--- src/rtl/tanh_batch_driver.sv ---
// ---------------------------------------------------------------------------
// tanh_batch_driver : buffers input samples, feeds them to the tanh unit one
// at a time via Start/Ready, stores results, aborts on a per-sample timeout.
// Revision: 1.0
// ---------------------------------------------------------------------------
`default_nettype none

module tanh_batch_driver #(
  parameter int W       = 16,
  parameter int DEPTH   = 16,
  parameter int AW      = 4,
  parameter int TIMEOUT = 255
) (
  input  logic          clk,
  input  logic          rst,
  input  logic          wr_en,
  input  logic [AW-1:0] wr_addr,
  input  logic [W-1:0]  wr_data,
  input  logic          go,
  input  logic [AW:0]   len,
  input  logic [AW-1:0] rd_addr,
  output logic [W-1:0]  rd_data,
  output logic          busy,
  output logic          done,
  output logic          err,
  output logic [AW-1:0] err_idx,
  output logic [W-1:0]  xBus,
  output logic          Start,
  input  logic          Ready,
  input  logic [W-1:0]  rBus
);

  localparam int TW = $clog2(TIMEOUT + 1);

  typedef enum logic [2:0] {
    S_IDLE      = 3'd0,
    S_ISSUE     = 3'd1,
    S_WAIT_BUSY = 3'd2,
    S_WAIT_DONE = 3'd3,
    S_FIN       = 3'd4
  } state_t;

  state_t        state_q, state_d;
  logic          start_q, start_d;
  logic [W-1:0]  xbus_q, xbus_d;
  logic          busy_q, busy_d;
  logic          done_q, done_d;
  logic          err_q, err_d;
  logic [AW-1:0] err_idx_q, err_idx_d;
  logic [AW-1:0] idx_q, idx_d;
  logic [TW-1:0] timer_q, timer_d;
  logic [AW:0]   n_q, n_d;
  logic          out_we;

  logic [W-1:0]  inbuf_q  [DEPTH];
  logic [W-1:0]  outbuf_q [DEPTH];

  logic [AW:0]   n_clamp;
  logic          last_sample;
  logic          timed_out;

  assign n_clamp     = (len > (AW+1)'(DEPTH)) ? (AW+1)'(DEPTH) : len;
  assign last_sample = ({1'b0, idx_q} == (n_q - (AW+1)'(1)));
  assign timed_out   = (timer_q == TW'(TIMEOUT));

  always_comb begin
    state_d   = state_q;
    start_d   = 1'b0;
    xbus_d    = xbus_q;
    busy_d    = busy_q;
    done_d    = 1'b0;
    err_d     = err_q;
    err_idx_d = err_idx_q;
    idx_d     = idx_q;
    timer_d   = timer_q;
    n_d       = n_q;
    out_we    = 1'b0;

    unique case (state_q)
      S_IDLE: begin
        if (go) begin
          n_d     = n_clamp;
          idx_d   = '0;
          err_d   = 1'b0;
          busy_d  = 1'b1;
          state_d = (n_clamp == '0) ? S_FIN : S_ISSUE;
        end
      end
      S_ISSUE: begin
        xbus_d  = inbuf_q[idx_q];
        start_d = 1'b1;
        timer_d = '0;
        state_d = S_WAIT_BUSY;
      end
      S_WAIT_BUSY: begin
        timer_d = timer_q + TW'(1);
        // A completed handshake takes priority over a timeout on the same cycle.
        if (!Ready) begin
          state_d = S_WAIT_DONE;
        end else if (timed_out) begin
          err_d     = 1'b1;
          err_idx_d = idx_q;
          state_d   = S_FIN;
        end
      end
      S_WAIT_DONE: begin
        timer_d = timer_q + TW'(1);
        if (Ready) begin
          out_we = 1'b1;
          if (last_sample) begin
            state_d = S_FIN;
          end else begin
            idx_d   = idx_q + AW'(1);
            state_d = S_ISSUE;
          end
        end else if (timed_out) begin
          err_d     = 1'b1;
          err_idx_d = idx_q;
          state_d   = S_FIN;
        end
      end
      S_FIN: begin
        done_d  = 1'b1;
        busy_d  = 1'b0;
        state_d = S_IDLE;
      end
      default: state_d = S_IDLE;
    endcase
  end

  always_ff @(posedge clk) begin
    if (rst) begin
      state_q   <= S_IDLE;
      start_q   <= 1'b0;
      xbus_q    <= '0;
      busy_q    <= 1'b0;
      done_q    <= 1'b0;
      err_q     <= 1'b0;
      err_idx_q <= '0;
      idx_q     <= '0;
      timer_q   <= '0;
      n_q       <= '0;
    end else begin
      state_q   <= state_d;
      start_q   <= start_d;
      xbus_q    <= xbus_d;
      busy_q    <= busy_d;
      done_q    <= done_d;
      err_q     <= err_d;
      err_idx_q <= err_idx_d;
      idx_q     <= idx_d;
      timer_q   <= timer_d;
      n_q       <= n_d;
    end
  end

  // Buffers are deliberately left out of reset.
  always_ff @(posedge clk) begin
    if (wr_en && !busy_q) begin
      inbuf_q[wr_addr] <= wr_data;
    end
    if (out_we) begin
      outbuf_q[idx_q] <= rBus;
    end
  end

  assign rd_data = outbuf_q[rd_addr];
  assign busy    = busy_q;
  assign done    = done_q;
  assign err     = err_q;
  assign err_idx = err_idx_q;
  assign xBus    = xbus_q;
  assign Start   = start_q;

endmodule

`default_nettype wire

--- config.mk ---
export PLATFORM = sky130hd
export DESIGN_NAME = tanh_batch_driver
export DESIGN_NICKNAME = d
export VERILOG_FILES = /design/src/rtl/tanh_batch_driver.sv
export SDC_FILE = /design/constraint.sdc
export NUM_CORES = 1
export LEC_CHECK = 0
export CAP_MARGIN = 20
export CORE_MARGIN = 1.5
export CORE_UTILIZATION = 54
export DETAILED_ROUTE_END_ITERATION = 12
export PLACE_DENSITY_LB_ADDON = 0.3
export SYNTH_ARGS = -nofsm -noshare
export SYNTH_HDL_FRONTEND = slang
export SYNTH_SLANG_ARGS = --single-unit
--- constraint.sdc ---
create_clock -name clk -period 3.3 [get_ports clk]
set_input_delay 0.99 -clock clk [delete_from_list [all_inputs] [get_ports clk]]
set_output_delay 0.99 -clock clk [all_outputs]
set_load 0.05 [all_outputs]
==> flow_results.xml <==
<?xml version="1.0" encoding="UTF-8"?>
<metrics>
  <group name="setup_path">
    <metric name="path_class" unit="">in -&gt; out</metric>
    <metric name="worstPathMaxFanout" unit="">8</metric>
    <metric name="startpoint_kind_of_the_worst_setup_timing_path" unit="">input port</metric>
    <metric name="cp_data_required_time" unit="ps">2310</metric>
    <metric name="critPathArrivalTime" unit="ps">2590</metric>
    <metric name="library_cell_contributing_the_largest_single_delay_on_the_critical_path" unit="">mux4_2</metric>
    <metric name="cp-end-kind" unit="">primary output</metric>
    <metric name="max_stage_delay" unit="ps">500</metric>
    <metric name="crit_chain" unit="">buf_16, buf_12, buf_12, mux4_2, mux4_2, buf_8</metric>
  </group>
  <group name="floorplan">
    <metric name="initial_utilization" unit="%">55.2</metric>
    <metric name="fp.dieH" unit="um">203</metric>
    <metric name="pin_count" unit="">90</metric>
    <metric name="core-area" unit="mm^2">0.0390</metric>
    <metric name="placementRows" unit="">72</metric>
    <metric name="design.die.area" unit="mm^2">0.0411</metric>
    <metric name="fp.dieW" unit="um">203</metric>
  </group>
  <group name="finish">
    <metric name="syn2layout_area_growth" unit="%">18.8</metric>
    <metric name="n_diodes" unit="">0</metric>
    <metric name="utilization" unit="%">65.5</metric>
    <metric name="finalNetCount" unit="">1237</metric>
    <metric name="filler_cell_count" unit="">2485</metric>
    <metric name="final_layout_size_suffix_gt1_share" unit="%">29.1</metric>
    <metric name="finish.instance_area" unit="mm^2">0.0256</metric>
    <metric name="layoutNonFillerInstCount" unit="">1745</metric>
  </group>
  <group name="power">
    <metric name="p_per_area" unit="mW/mm^2">589</metric>
    <metric name="p_sw_share" unit="%">21.7</metric>
    <metric name="peakVddDrop" unit="mV">0.482</metric>
    <metric name="total_switching_power" unit="mW">3.27</metric>
    <metric name="static-leakage-power" unit="nW">8.21</metric>
    <metric name="sequentialPowerShare" unit="%">52.1</metric>
    <metric name="internal_power" unit="mW">11.8</metric>
    <metric name="power_share_of_the_combinational_group" unit="%">7.5</metric>
    <metric name="power.share.clock" unit="%">40.4</metric>
  </group>
  <group name="logic_synthesis">
    <metric name="yosysTopAreaCellShare" unit="%">71.4</metric>
    <metric name="syn_nets" unit="">1065</metric>
    <metric name="dominantRegCellSynth" unit="">edfxtp_1</metric>
    <metric name="synth_area_leader_cell" unit="">edfxtp_1</metric>
    <metric name="portion_of_the_post_synthesis_area_used_by_sequential_elements" unit="%">75.5</metric>
    <metric name="post_synth_inst_count" unit="">1009</metric>
    <metric name="async_reset_ff_share" unit="%">0</metric>
    <metric name="yosysMostFrequentCell" unit="">edfxtp_1</metric>
    <metric name="post_synthesis_instance_area" unit="mm^2">0.0215</metric>
    <metric name="synthDistinctLibCells" unit="">47</metric>
    <metric name="synth_enable_flop_cells" unit="">512</metric>
    <metric name="synthesis.area_per_instance" unit="um^2">21.3</metric>
    <metric name="synth-warning-count" unit="">0</metric>
    <metric name="synth.area.top_cells" unit="">edfxtp_1, mux4_2, dfxtp_1, mux2i_1, mux4_1</metric>
    <metric name="netlist_top_cells_count" unit="">edfxtp_1, mux4_2, dfxtp_1</metric>
    <metric name="number_of_synthesized_register_bits" unit="">556</metric>
  </group>
  <group name="placed_design">
    <metric name="place.detailed.instances" unit="">1637</metric>
    <metric name="detailedPlacementHpwl" unit="um">25800</metric>
    <metric name="place.gp.congestion" unit="">0.760</metric>
    <metric name="postPlaceCellArea" unit="mm^2">0.0236</metric>
    <metric name="io_buffers" unit="">89</metric>
  </group>
  <group name="sta">
    <metric name="skew" unit="ps">15.1</metric>
    <metric name="rsz0062_at_grt" unit="">true</metric>
    <metric name="final_period_minus_worst_setup_slack" unit="ps">3580</metric>
    <metric name="total_negative_slack_for_setup_checks" unit="ps">-3770</metric>
    <metric name="setup_ws" unit="ps">-277</metric>
    <metric name="final_min_period_over_clock_period" unit="%">108</metric>
    <metric name="hold_ws" unit="ps">456</metric>
    <metric name="timing.slew.headroom" unit="%">55.0</metric>
    <metric name="final-setup-viol-count" unit="">16</metric>
    <metric name="worst_pin_slew" unit="ps">674</metric>
    <metric name="max_clock_freq" unit="MHz">280</metric>
    <metric name="report.final.hold_viol_count" unit="">0</metric>
    <metric name="timing_max_transition_violations_final" unit="">0</metric>
  </group>
  <group name="run_status">
    <metric name="outcome" unit="">finished, violations left</metric>
    <metric name="violations" unit="">setup timing</metric>
  </group>
  <group name="global_routing">
    <metric name="gr-usage-met3" unit="%">4.01</metric>
    <metric name="grt_start_max_net_pins" unit="">48</metric>
    <metric name="met2_usage" unit="%">39.5</metric>
    <metric name="global_route.usage.total" unit="%">22.9</metric>
    <metric name="first_global_vias" unit="">10999</metric>
    <metric name="grt_remaining_overflow" unit="">0</metric>
    <metric name="antenna_found_initial" unit="">1</metric>
    <metric name="gr-usage-met1" unit="%">29.9</metric>
    <metric name="grt_busiest_layer" unit="">met2</metric>
    <metric name="grt_pass1_wl" unit="um">68700</metric>
  </group>
  <group name="job">
    <metric name="drv.max_cap_violation_count" unit="">0</metric>
  </group>
  <group name="clock_tree">
    <metric name="cts-root-to-sink-buffers" unit="">3</metric>
    <metric name="tritoncts_num_sinks" unit="">556</metric>
    <metric name="cts.reportedPaths.clkPinSlew" unit="ps">60</metric>
    <metric name="cts_inserted_buffers" unit="">55</metric>
    <metric name="cts_max_level" unit="">2</metric>
    <metric name="cts_tree" unit="">yes</metric>
    <metric name="clock_network_latency_to_the_later_pin_of_the_worst_skew_pair" unit="ps">590</metric>
    <metric name="cts-root-buf" unit="">clkbuf_16</metric>
  </group>
  <group name="drt">
    <metric name="drc" unit="">0</metric>
    <metric name="wire_per_inst" unit="um">26.0</metric>
    <metric name="num_vias" unit="">10534</metric>
    <metric name="detail_route.first_pass.iterations" unit="">5</metric>
    <metric name="drtIter0Drc" unit="">892</metric>
    <metric name="drtAntennaViolNets" unit="">0</metric>
    <metric name="wl" unit="um">45400</metric>
    <metric name="avgViaCountPerCell" unit="">6.04</metric>
  </group>
  <group name="min_path">
    <metric name="hold_removal_path_class" unit="">reg -&gt; reg</metric>
  </group>
</metrics>
[flip-flops by register name, indices dropped and copies added, names as in the netlist, 3 cells and up]
signal,cells
timer_q,8
err_idx,4
inbuf_q,256
idx_q,4
n_q,5
state_q,3
xBus,16
outbuf_q,256
[path summary, 6_finish.rpt]
kind / start / endpoint / slack [ps] / depth (start not counted)
worst min register to register: xBus[13] / xBus[13] / 460 / 1
worst max register to register: state_q[1] / outbuf_q[8][7] / 980 / 5
worst min-delay path: xBus[13] / xBus[13] / 460 / 1
worst max-delay path: rd_addr[0] / rd_data[7] / -280 / 6
[power by group through the flow]
stage | clock network (mW) | registers, mW | logic [mW]
finish | 6.09 | 7.84 | 1.13
global route | 6.47 | 7.85 | 1.20
CTS | 6.18 | 7.84 | 1.15
detailed placement | 0 | 7.99 | 1.09
global placement | 0 | 7.99 | 1.07
floorplan | 0 | 8.03 | 0.656
[cells in the final DEF, fill, tap and decap left out, types with 7 or more instances in the layout]
master	n
clkbuf_16	55
clkdlybuf4s50_1	70
nor2_2	16
buf_4	50
buf_6	14
edfxtp_1	512
o21ai_0	8
a21o_1	18
o22ai_1	16
clkbuf_1	13
clkinv_1	9
nand2_1	22
mux4_2	144
a21oi_1	11
nand2b_1	7
clkinv_2	9
dfxtp_1	41
nor2_1	26
nor3_2	13
inv_1	9
buf_12	23
mux2i_1	37
a22oi_1	7
[cells by family (layout without fill, tap and decap cells)]
logic type      count (synthesis)  in the layout  share of synthesized area, %
buf+inv                        60            278                          1.52
flops                         556            556                          75.5
compound gates                 74             74                          2.34
mux                           184            184                          17.2
simple gates                  123            123                          2.84
xor+xnor                        6              6                         0.244
fa+ha+maj                       6              6                         0.349
[through the flow]
step | total power [mW] | setup WS, ps
floorplan | 8.69 | -76.8
global placement | 9.06 | -354
detailed placement | 9.08 | -370
CTS | 15.2 | -297
global route | 15.5 | -323
finish | 15.1 | -277
[what timing repair did]
item | 4_1_cts | 5_1_grt
gates cloned | 4 | 0
setup buffers | 2 | 1
endpoints found under the setup margin | 16 | 16
gates resized for setup | 30 | 6
hold buffers | 0 | 0
[worst max-delay path, delay by kind of cell]
family,cells,cell delay [ps]
mux,2,990
buf+inv,4,580
[routing by layer]
layer,vias up,wire (um)
met3,76,2750
met4,2,977
met5,-,13
li1,4543,-
met1,5538,17900
met2,375,23800
[cell type report]
| cell class | count | area, um^2 | area share [%] |
|---|---|---|---|
| clock inverters | 33 | 307 | 1.20 |
| multi-input cells | 393 | 4990 | 19.5 |
| well taps | 518 | 648 | 2.54 |
| flip-flops and latches | 556 | 16300 | 63.6 |
| clock buffers | 70 | 1450 | 5.68 |
| inverters | 9 | 33.8 | 0.132 |
| repair buffers | 166 | 1870 | 7.31 |
No activity file was read; power rests on OpenSTA's default activity.
